File: src/rtl/mux_scan_ctrl_if.sv
// Handshake and select bundle between a scan requester, the scan sequencer and the 8:1 mux.
// The master side requests scans and provides the mux output; the slave side is the sequencer.
interface mux_scan_ctrl_if;
  logic       start;
  logic [7:0] chan_mask;
  logic       mux_out;
  logic       S0;
  logic       S1;
  logic       S2;
  logic       busy;
  logic       done;
  logic [7:0] result;
  logic [3:0] hit_count;

  modport master (
    output start, chan_mask, mux_out,
    input  S0, S1, S2, busy, done, result, hit_count
  );

  modport slave (
    input  start, chan_mask, mux_out,
    output S0, S1, S2, busy, done, result, hit_count
  );
endinterface

File: src/rtl/mux_scan_ctrl.sv
// Scan sequencer for an 8:1 mux: walks the enabled channels in ascending order, holds each
// select for SETTLE+1 cycles and captures mux_out into a per-channel result bit.
module mux_scan_ctrl #(
  parameter int unsigned SETTLE = 1
) (
  input logic            clk,
  input logic            rst,
  mux_scan_ctrl_if.slave bus
);

  localparam logic [1:0] StIdle   = 2'd0;
  localparam logic [1:0] StSettle = 2'd1;
  localparam logic [1:0] StSample = 2'd2;
  localparam logic [1:0] StDone   = 2'd3;

  localparam int unsigned SettleM1   = (SETTLE > 0) ? SETTLE - 1 : 0;
  localparam logic [3:0]  SettleLast = SettleM1[3:0];
  // With no settle time each channel goes straight to its sample cycle.
  localparam logic [1:0]  StFirst    = (SETTLE == 0) ? StSample : StSettle;

  logic [1:0] state_q, state_d;
  logic [2:0] sel_q, sel_d;
  logic [7:0] mask_q, mask_d;
  logic [3:0] cnt_q, cnt_d;
  logic       busy_q, busy_d;
  logic       done_q, done_d;
  logic [7:0] result_q, result_d;
  logic [3:0] hit_q, hit_d;

  logic [7:0] pe_in;
  logic [2:0] low_ch;
  logic       low_any;

  // In IDLE look at the incoming mask; otherwise at the channels still left after this one.
  always_comb begin
    pe_in   = (state_q == StIdle) ? bus.chan_mask : (mask_q & ~(8'd1 << sel_q));
    low_ch  = 3'd0;
    low_any = 1'b0;
    for (int i = 7; i >= 0; i--) begin
      if (pe_in[i]) begin
        low_ch  = 3'(i);
        low_any = 1'b1;
      end
    end
  end

  always_comb begin
    state_d  = state_q;
    sel_d    = sel_q;
    mask_d   = mask_q;
    cnt_d    = cnt_q;
    busy_d   = busy_q;
    done_d   = 1'b0;
    result_d = result_q;
    hit_d    = hit_q;
    case (state_q)
      StIdle: begin
        if (bus.start) begin
          mask_d   = bus.chan_mask;
          result_d = 8'd0;
          hit_d    = 4'd0;
          busy_d   = 1'b1;
          cnt_d    = 4'd0;
          if (low_any) begin
            sel_d   = low_ch;
            state_d = StFirst;
          end else begin
            done_d  = 1'b1;
            state_d = StDone;
          end
        end
      end
      StSettle: begin
        if (cnt_q == SettleLast) begin
          cnt_d   = 4'd0;
          state_d = StSample;
        end else begin
          cnt_d = cnt_q + 4'd1;
        end
      end
      StSample: begin
        result_d[sel_q] = bus.mux_out;
        if (bus.mux_out) begin
          hit_d = hit_q + 4'd1;
        end
        mask_d = pe_in;
        cnt_d  = 4'd0;
        if (low_any) begin
          sel_d   = low_ch;
          state_d = StFirst;
        end else begin
          done_d  = 1'b1;
          state_d = StDone;
        end
      end
      default: begin
        busy_d  = 1'b0;
        state_d = StIdle;
      end
    endcase
  end

  always_ff @(posedge clk) begin
    if (rst) begin
      state_q  <= StIdle;
      sel_q    <= 3'd0;
      mask_q   <= 8'd0;
      cnt_q    <= 4'd0;
      busy_q   <= 1'b0;
      done_q   <= 1'b0;
      result_q <= 8'd0;
      hit_q    <= 4'd0;
    end else begin
      state_q  <= state_d;
      sel_q    <= sel_d;
      mask_q   <= mask_d;
      cnt_q    <= cnt_d;
      busy_q   <= busy_d;
      done_q   <= done_d;
      result_q <= result_d;
      hit_q    <= hit_d;
    end
  end

  assign bus.S0        = sel_q[0];
  assign bus.S1        = sel_q[1];
  assign bus.S2        = sel_q[2];
  assign bus.busy      = busy_q;
  assign bus.done      = done_q;
  assign bus.result    = result_q;
  assign bus.hit_count = hit_q;

endmodule

File: src/flat_wrapper.sv
// flat-port wrapper written by rule: the top's interface ports become plain ports
module mux_scan_ctrl_flat 
#(
  parameter int unsigned SETTLE = 1
)
  (clk, rst, bus_start, bus_chan_mask, bus_mux_out, bus_S0, bus_S1, bus_S2, bus_busy, bus_done, bus_result, bus_hit_count);
  mux_scan_ctrl_if bus_i ();
  input logic clk;
  input logic rst;
  input wire logic [$bits(bus_i.start)-1:0] bus_start;
  input wire logic [$bits(bus_i.chan_mask)-1:0] bus_chan_mask;
  input wire logic [$bits(bus_i.mux_out)-1:0] bus_mux_out;
  output wire logic [$bits(bus_i.S0)-1:0] bus_S0;
  output wire logic [$bits(bus_i.S1)-1:0] bus_S1;
  output wire logic [$bits(bus_i.S2)-1:0] bus_S2;
  output wire logic [$bits(bus_i.busy)-1:0] bus_busy;
  output wire logic [$bits(bus_i.done)-1:0] bus_done;
  output wire logic [$bits(bus_i.result)-1:0] bus_result;
  output wire logic [$bits(bus_i.hit_count)-1:0] bus_hit_count;
  assign bus_i.start = bus_start;
  assign bus_i.chan_mask = bus_chan_mask;
  assign bus_i.mux_out = bus_mux_out;
  assign bus_S0 = bus_i.S0;
  assign bus_S1 = bus_i.S1;
  assign bus_S2 = bus_i.S2;
  assign bus_busy = bus_i.busy;
  assign bus_done = bus_i.done;
  assign bus_result = bus_i.result;
  assign bus_hit_count = bus_i.hit_count;
  mux_scan_ctrl #(.SETTLE(SETTLE)) u_core (.clk(clk), .rst(rst), .bus(bus_i));
endmodule
File: config.mk
export PLATFORM = sky130hd
export DESIGN_NAME = mux_scan_ctrl_flat
export DESIGN_NICKNAME = d
export VERILOG_FILES = /design/src/rtl/mux_scan_ctrl_if.sv /design/src/rtl/mux_scan_ctrl.sv /design/src/flat_wrapper.sv
export SDC_FILE = /design/constraint.sdc
export NUM_CORES = 1
export LEC_CHECK = 0
export ABC_AREA = 1
export CAP_MARGIN = 30
export CELL_PAD_IN_SITES_DETAIL_PLACEMENT = 2
export CELL_PAD_IN_SITES_GLOBAL_PLACEMENT = 2
export CORE_ASPECT_RATIO = 1.5
export CORE_MARGIN = 2
export CORE_UTILIZATION = 30
export DETAILED_ROUTE_END_ITERATION = 12
export PLACE_DENSITY_LB_ADDON = 0.1
export SYNTH_ARGS = -nofsm -noshare
export SYNTH_HDL_FRONTEND = slang
export SYNTH_SLANG_ARGS = --single-unit
File: constraint.sdc
create_clock -name clk -period 4.2 [get_ports clk]
set_clock_uncertainty 0.05 [all_clocks]
set_input_delay 0.42 -clock clk [delete_from_list [all_inputs] [get_ports clk]]
set_output_delay 0.42 -clock clk [all_outputs]
set_load 0.01 [all_outputs]
# ---- Word level (Yosys, flattened, before mapping)
# Cells that the tools add are included.
dict set report totals {
  register_bits 31
  inputBits 12
}
dict set report op_classes {
  n_bitwise 3
  n_eq_ne 5
  order_cmp 2
  addsub 2
  shift 1
  mux 41
  reduce_logical 11
}
# cell count
set op_table {}
lappend op_table {{$pmux 8 s2} 2}
lappend op_table {{$mux 3} 10}
lappend op_table {{$mux 8} 3}
lappend op_table {{$mux 1} 12}
lappend op_table {{$mux 4} 3}
lappend op_table {{$pmux 4 s3} 1}
lappend op_table {{$add 4x1->4 const B} 2}
lappend op_table {{$and 8x8->8} 1}
lappend op_table {{$bwmux 8} 1}
lappend op_table {{$not 8->8} 1}
lappend op_table {{$pmux 4 s2} 1}
lappend op_table {{$reduce_and 2->1} 4}
lappend op_table {{$shl 1x3->8 const A} 1}
lappend op_table {{$mux 2} 3}
lappend op_table {{$pmux 2 s3} 1}
lappend op_table {{$pmux 3 s2} 1}
lappend op_table {{$logic_not 4->1} 1}
lappend op_table {{$lt 3x4->1 const B} 1}
lappend op_table {{$ne 2x2->1 const B} 2}
lappend op_table {{$pmux 1 s2} 2}
lappend op_table {{$demux 1 s3} 1}
lappend op_table {{$ge 3x1->1 const B} 1}
lappend op_table {{$reduce_and 3->1} 1}
lappend op_table {{$reduce_bool 3->1} 1}
lappend op_table {{other kinds (8)} 8}

# ---- Depth between registers and ports, before layout
# Gate-level depths: netlist of run 1.
dict set report depth {
  depth_word 15
  mapped_depth 15
  depth_no_buf 14
}

# ---- Least setup slack after synthesis of run 1
# OpenSTA, ideal clock, no wires.
dict set report synth_timing {
  path_kind {register -> register}
  start {register u_core.state_q[0]}
  end {register u_core.cnt_q[2]}
  stages_incl_launch_ff 8
  synth_period_minus_slack_ps 1703
  required_ps 4024
  arrival_time_ps 1527
  setup_slack_ps 2497
  setup_ps 126
  n_path_buf 1
  path_cell_list {dfxtp_1 inv_1 ha_1 buf_2 o21ai_0 inv_1 o21ai_0 nor2_1}
}
dict set report synth_via {
  elab_chain_len 3
  word_cells_on_any_way 7
  cone_classes {3 x eq/ne; 1 x mux; 3 x reduce/logical}
}
# item line_no
set synth_rtl {}
lappend synth_rtl {{start, declared} mux_scan_ctrl.sv:21} ;# logic [1:0] state_q, state_d;
lappend synth_rtl {{start signal, assigned} mux_scan_ctrl.sv:105} ;# state_q <= StIdle;
lappend synth_rtl {{start signal, assigned} mux_scan_ctrl.sv:114} ;# state_q <= state_d;
lappend synth_rtl {{$eq 2x1->1 (tied with other cells)} mux_scan_ctrl.sv:56} ;# case (state_q)
lappend synth_rtl {{$reduce_bool 3->1 (no line) / $ne 2x2->1 (equally long branches)} n/a}
lappend synth_rtl {{$reduce_and 2->1 (no line)} n/a}
lappend synth_rtl {{end signal, assigned} mux_scan_ctrl.sv:117} ;# cnt_q <= cnt_d;
lappend synth_rtl {{end, declared} mux_scan_ctrl.sv:24} ;# logic [3:0] cnt_q, cnt_d;
# Parallel ways exist; a longest one is shown, timed or not.
# A chain may end at the register's enable or synchronous reset.

# ---- Worst setup path in the final report of run 1
# Ends and elaborated chain as after synthesis.

==> impl_metrics.tcl, run 1 <==
set metrics [dict create \
    grt_pass1_wl_mm 8.26 \
    ir_drop_mv 0.162 \
    routed_via_density 4.90 \
    ys_ff_latch 31 \
    yosysTopAreaCellShare 0.367 \
    critPathMaxStageDelay_ps 670 \
    cp_top_family "adder cells" \
    synth_nets 258 \
    seqCellArea_um2 621 \
    path_cells "inv_1 -> ha_1 -> nand2_2 -> o21ai_0 -> inv_1 -> o21ai_0 -> nor2_1" \
    crit_fanout 20 \
    drive_gt1_frac 0.107 \
    synthToLayoutAreaGrowth_pct 25.0 \
    worst_pin_slew_ps 774 \
    multi_input_area_um2 902 \
    cts.clk_slew.worst_paths_ps 60 \
    grt_max_degree 21 \
    syn_inst 240 \
    min_period_ps 2340 \
    insertion_delay_ps 280 \
    drt-total-wl_mm 4.88 \
    powerDensity_nw_per_um2 505 \
    start_util 0.310 \
    async_reset_ff_frac 0 \
    antennaDiodeCount 0 \
    vias 1665 \
    finalSetupViolations 0 \
    finalCritPeriodShare 0.558 \
    num-fill-cells 690 \
    hp-class "reg2reg" \
    drt_pre_antenna_iters 4 \
    rr_worst_depth 7 \
    hold_depth 2 \
    yosysWarnings 0 \
    cts_tree "yes" \
    power_uw 1070 \
    clock-sinks 31 \
    root_buffer "clkbuf_8" \
    netlist_area_um2 1690 \
    hold_violations 0 \
    gr-total-overflow 0 \
    post-route-util 0.388 \
    cts_max_level 2 \
    fp.coreArea_um2 5450 \
    wl_per_cell_um 14.4 \
    layout.nets 288 \
    cp_num_buf_inv 2 \
    fin_setup_tns_ps 0 \
    first_iter_violations 29 \
    max_slew_margin 0.481 \
    leakage_uw 0.000890 \
    cts_setup_buffers 0 \
    max-cap-violations 0 \
    synth_top_area_cell "dfxtp_1" \
    cts_resized 0 \
    worst-path-stages 7 \
    die_h_um 95.9 \
    rsz0062_at_grt "false" \
    cts_inserted_buffers 5 \
    critPathRequiredTime_ps 4310 \
    gp_congestion 0.756 \
    grt_pass1_vias 1669 \
    crit_slowest_cell "ha_1" \
    cp-start-kind "register" \
    ioPinCount 29 \
    syn_area_per_cell_um2 7.04 \
    status "finished, final reports clean" \
    grtUsageTotal 0.175 \
    cts_hold_buf 0 \
    ant_nets 0 \
    drc 0 \
    worst_hold_slack_ps 421 \
    numPortBuffers 28 \
    critPathKind "reg2reg" \
    maxSlewViolCount 0 \
    dp_hpwl_mm 3.81 \
    synthTopCellsByArea "dfxtp_1 37%, nand2_1 12%, nor2_1 7.1%, inv_1 6.7%, nand3_1 5.3%" \
    die_area_um2 6260 \
    antenna_found_initial 0 \
    endpoint_kind "register" \
    timing.fmax_mhz 427 \
    cp.arrival_ps 2460 \
    final_cell_count_no_fill 340 \
    synth.distinct_cells 29 \
    clockBufferDepth 2 \
    die_w_um 65.3 \
    synth_ff_type "dfxtp_1" \
    ys_seq_area_frac 0.367 \
    dp_cells 333 \
    synth_edf_count 0 \
    fp-row-count 33 \
]
cell usage after synthesis, drive strengths merged (4+ instances only):
cell / number
nand3: 20
ha: 6
dfxtp: 31
buf: 4
nand2: 60
inv: 36
nor2: 35
xor2: 4
a21oi: 19
a211oi: 11
o21ai: 7
layout make-up:
cell class              instances  area share
well taps                      70      0.0414
repair buffers                 28       0.133
clock inverters                 1     0.00237
flip-flops and latches         31       0.294
multi-input cells             168       0.427
clock buffers                   6      0.0391
inverters                      36      0.0639
flip-flops by register name, summed over array words and instances (netlist names):
name                  cells
u_core.bus.hit_count      4
u_core.state_q            2
u_core.mask_q             8
u_core.cnt_q              4
u_core.sel_q              3
u_core.bus.result         8
u_core.bus.busy           1
u_core.bus.done           1
layer usage:
metal,global-route usage,share of wire,vias up
met5,0,0,-
met4,0.0764,0.017,0
met3,0.0363,0.025,7
met2,0.315,0.54,26
met1,0.198,0.42,800
li1,-,-,832
power by group:
part | switching (µW) | total [µW] | internal (µW)
Sequential | 40.2 | 377 | 337
Combinational | 293 | 449 | 156
Clock | 114 | 242 | 128
path summary, 6_finish.rpt:
check	startpoint	endpoint	slack, ps
worst max-delay path	u_core.state_q[0]$_SDFFE_PP0P_	u_core.cnt_q[2]$_SDFFE_PP0P_	1860
worst min-delay path	u_core.mask_q[5]$_SDFFE_PP0P_	u_core.mask_q[5]$_SDFFE_PP0P_	420
worst max register to register	u_core.state_q[0]$_SDFFE_PP0P_	u_core.cnt_q[2]$_SDFFE_PP0P_	1860
worst min register to register	u_core.mask_q[5]$_SDFFE_PP0P_	u_core.mask_q[5]$_SDFFE_PP0P_	420
metrics by stage:
stage | area (µm²) | worst slack [ps]
after floorplan | 1690 | 2500
after global placement | 2030 | 1730
after detailed placement | 2030 | 1700
after CTS | 2110 | 1800
after global routing | 2110 | 1520
final | 2110 | 1860
layout by cell type, fill, tap and decap left out, drive strengths merged:
master / n
dfxtp: 31
a311oi: 1
clkbuf: 6
xor2: 4
clkinv: 1
inv: 36
clkdlybuf4s50: 28
nand4: 2
o211a: 1
ha: 6
o21ai: 7
a211o: 2
nor2: 35
nand3: 20
a21oi: 19
a211oi: 11
nand2: 60
cells by family (layout without fill, tap and decap cells):
kind of cell | Yosys count | in the layout | share of synthesized area
compound gates | 41 | 41 | 0.165
fa+ha+maj | 6 | 6 | 0.0444
buf+inv | 41 | 71 | 0.0992
simple gates | 117 | 117 | 0.303
xor+xnor | 4 | 4 | 0.0207
flops | 31 | 31 | 0.367
worst min-delay path, stage by stage, from the launching register on:
cell,delay [ps]
dfxtp_1,310
nand2_1,60
a21oi_1,60
Power figures use the tool's default switching activity.
==> inputs of run 2 (changes only) <==
Settings changed: CORE_UTILIZATION 30 to 26.
Clock period 4.2 ns to 1.97 ns, I/O delays scaled along.
==> run 2 against run 1 <==
Against the previous run: sequential power rose by 110%; wire length down 0.23%; cell count increased by 4.4%; combinational power up 140%; flip-flop and latch count is the same; largest power group unchanged.
==> impl_metrics.tcl, run 2 (synthesized netlist as in run 1, its figures left out) <==
set metrics [dict create \
    grtUsageTotal 0.150 \
    timing.fmax_mhz 565 \
    numPortBuffers 28 \
    cts_inserted_buffers 5 \
    wl_per_cell_um 13.7 \
    powerDensity_nw_per_um2 1070 \
    synthToLayoutAreaGrowth_pct 30.8 \
    routed_via_density 4.77 \
    dp_hpwl_mm 3.93 \
    drt_pre_antenna_iters 4 \
    final_common_cell "nand2_1" \
    cts_hold_buf 0 \
    max-cap-violations 0 \
    gr-total-overflow 0 \
    antenna_found_initial 0 \
    status "finished, final reports clean" \
    grt_max_degree 18 \
    cts_tree "yes" \
    die_h_um 103 \
    post-route-util 0.346 \
    clockBufferDepth 2 \
    vias 1692 \
    setup_slack_ps 199 \
    ir_drop_mv 0.328 \
    insertion_delay_ps 280 \
    die_w_um 69.8 \
    hp-class "reg2reg" \
    leakage_uw 0.000930 \
    drt-total-wl_mm 4.87 \
    critPathRequiredTime_ps 2130 \
    dpl_cell_area_um2 2110 \
    fp-row-count 36 \
    ioPinCount 29 \
    drc 0 \
    endpoint_kind "register" \
    finalCritPeriodShare 0.899 \
    min_period_ps 1770 \
    maxSlewViolCount 0 \
    worst_pin_slew_ps 289 \
    finalSetupViolations 0 \
    crit_fanout 17 \
    ant_nets 0 \
    hold_violations 0 \
    clock-sinks 31 \
    drive_gt1_frac 0.143 \
    multi_input_area_um2 925 \
    max_slew_margin 0.807 \
    gp_congestion 0.754 \
    die_area_um2 7180 \
    cts_max_level 2 \
    r2r_end "u_core.sel_q[0]$_SDFFE_PP0P_" \
    cp-start-kind "register" \
    power_uw 2370 \
    mostFrequentLayoutCells "54 x nand2_1, 32 x nor2_1, 30 x dfxtp_1" \
    seqCellArea_um2 622 \
    cp-endpoint "u_core.sel_q[0]$_SDFFE_PP0P_" \
    num-fill-cells 787 \
    critPathKind "reg2reg" \
    grt_pass1_wl_mm 8.39 \
    place_ws_ps 85.9 \
    cts.clk_slew.worst_paths_ps 70 \
    fin_setup_tns_ps 0 \
    first_iter_violations 21 \
    layout.nets 296 \
    rrSetupSlack_ps 200 \
    crit_path_start "u_core.state_q[1]$_SDFFE_PP0P_" \
    fp.coreArea_um2 6400 \
    grt_pass1_vias 1727 \
    cp.arrival_ps 1930 \
    root_buffer "clkbuf_8" \
    rr_worst_depth 14 \
    hold_depth 2 \
    r2r-start "u_core.state_q[1]$_SDFFE_PP0P_" \
    start_util 0.264 \
    antennaDiodeCount 0 \
    finalInstanceArea_um2 2210 \
]
run 2: worst min-delay path by stage:
| stage | slack, ps | start | end |
|---|---|---|---|
| after CTS | 420 | u_core.mask_q[3]$_SDFFE_PP0P_ | u_core.mask_q[3]$_SDFFE_PP0P_ |
| after floorplan | 230 | rst | u_core.bus.done$_SDFF_PP0_ |
| after detailed placement | 410 | u_core.mask_q[3]$_SDFFE_PP0P_ | u_core.mask_q[3]$_SDFFE_PP0P_ |
| after global routing | 440 | u_core.mask_q[2]$_SDFFE_PP0P_ | u_core.mask_q[2]$_SDFFE_PP0P_ |
| after global placement | 400 | u_core.mask_q[3]$_SDFFE_PP0P_ | u_core.mask_q[3]$_SDFFE_PP0P_ |
| final | 410 | u_core.mask_q[3]$_SDFFE_PP0P_ | u_core.mask_q[3]$_SDFFE_PP0P_ |
run 2: area by class of cell:
cell class | count | area share
Clock buffer | 7 | 0.0345
Clock inverter | 1 | 0.00226
Tap cell | 76 | 0.0430
Multi-Input combinational cell | 168 | 0.418
Timing Repair Buffer | 36 | 0.160
Sequential cell | 31 | 0.281
Inverter | 36 | 0.0611
run 2: worst max-delay path, stage by stage (launching register included):
cell and delay [ps]:
dfxtp_1 370, inv_1 110, ha_4 180, buf_12 140, nor2_1 110, nand2_1 90
nand2_1 90, nand3_1 90, nand2_1 80, nand2_1 60, nand2_1 60, nand2_1 40
nand2_1 50, nand2_1 50, a21oi_1 120
run 2: metal layers:
metal	track usage	up-vias	wire, µm
met4	0.0533	0	67
met2	0.289	21	2670
met5	0	-	0
li1	-	849	-
met1	0.162	818	2030
met3	0.0293	4	112
run 2: what timing repair did:
| item | 4_1_cts | 5_1_grt |
|---|---|---|
| setup endpoints to repair | 0 | 18 |
| resized for setup | 0 | 7 |
| buffers inserted | 0 | 0 |
run 2: report_power, final:
| part | switching [µW] | internal, µW | total (µW) |
|---|---|---|---|
| logic | 641 | 428 | 1070 |
| clock network | 248 | 248 | 496 |
| registers | 84.2 | 719 | 803 |
| total | 973 | 1390 | 2370 |
run 2: through the flow:
step	instances	hold WS, ps
finish	355	413
detailed placement	347	409
CTS	355	420
global route	355	444
global placement	347	401
floorplan	240	225
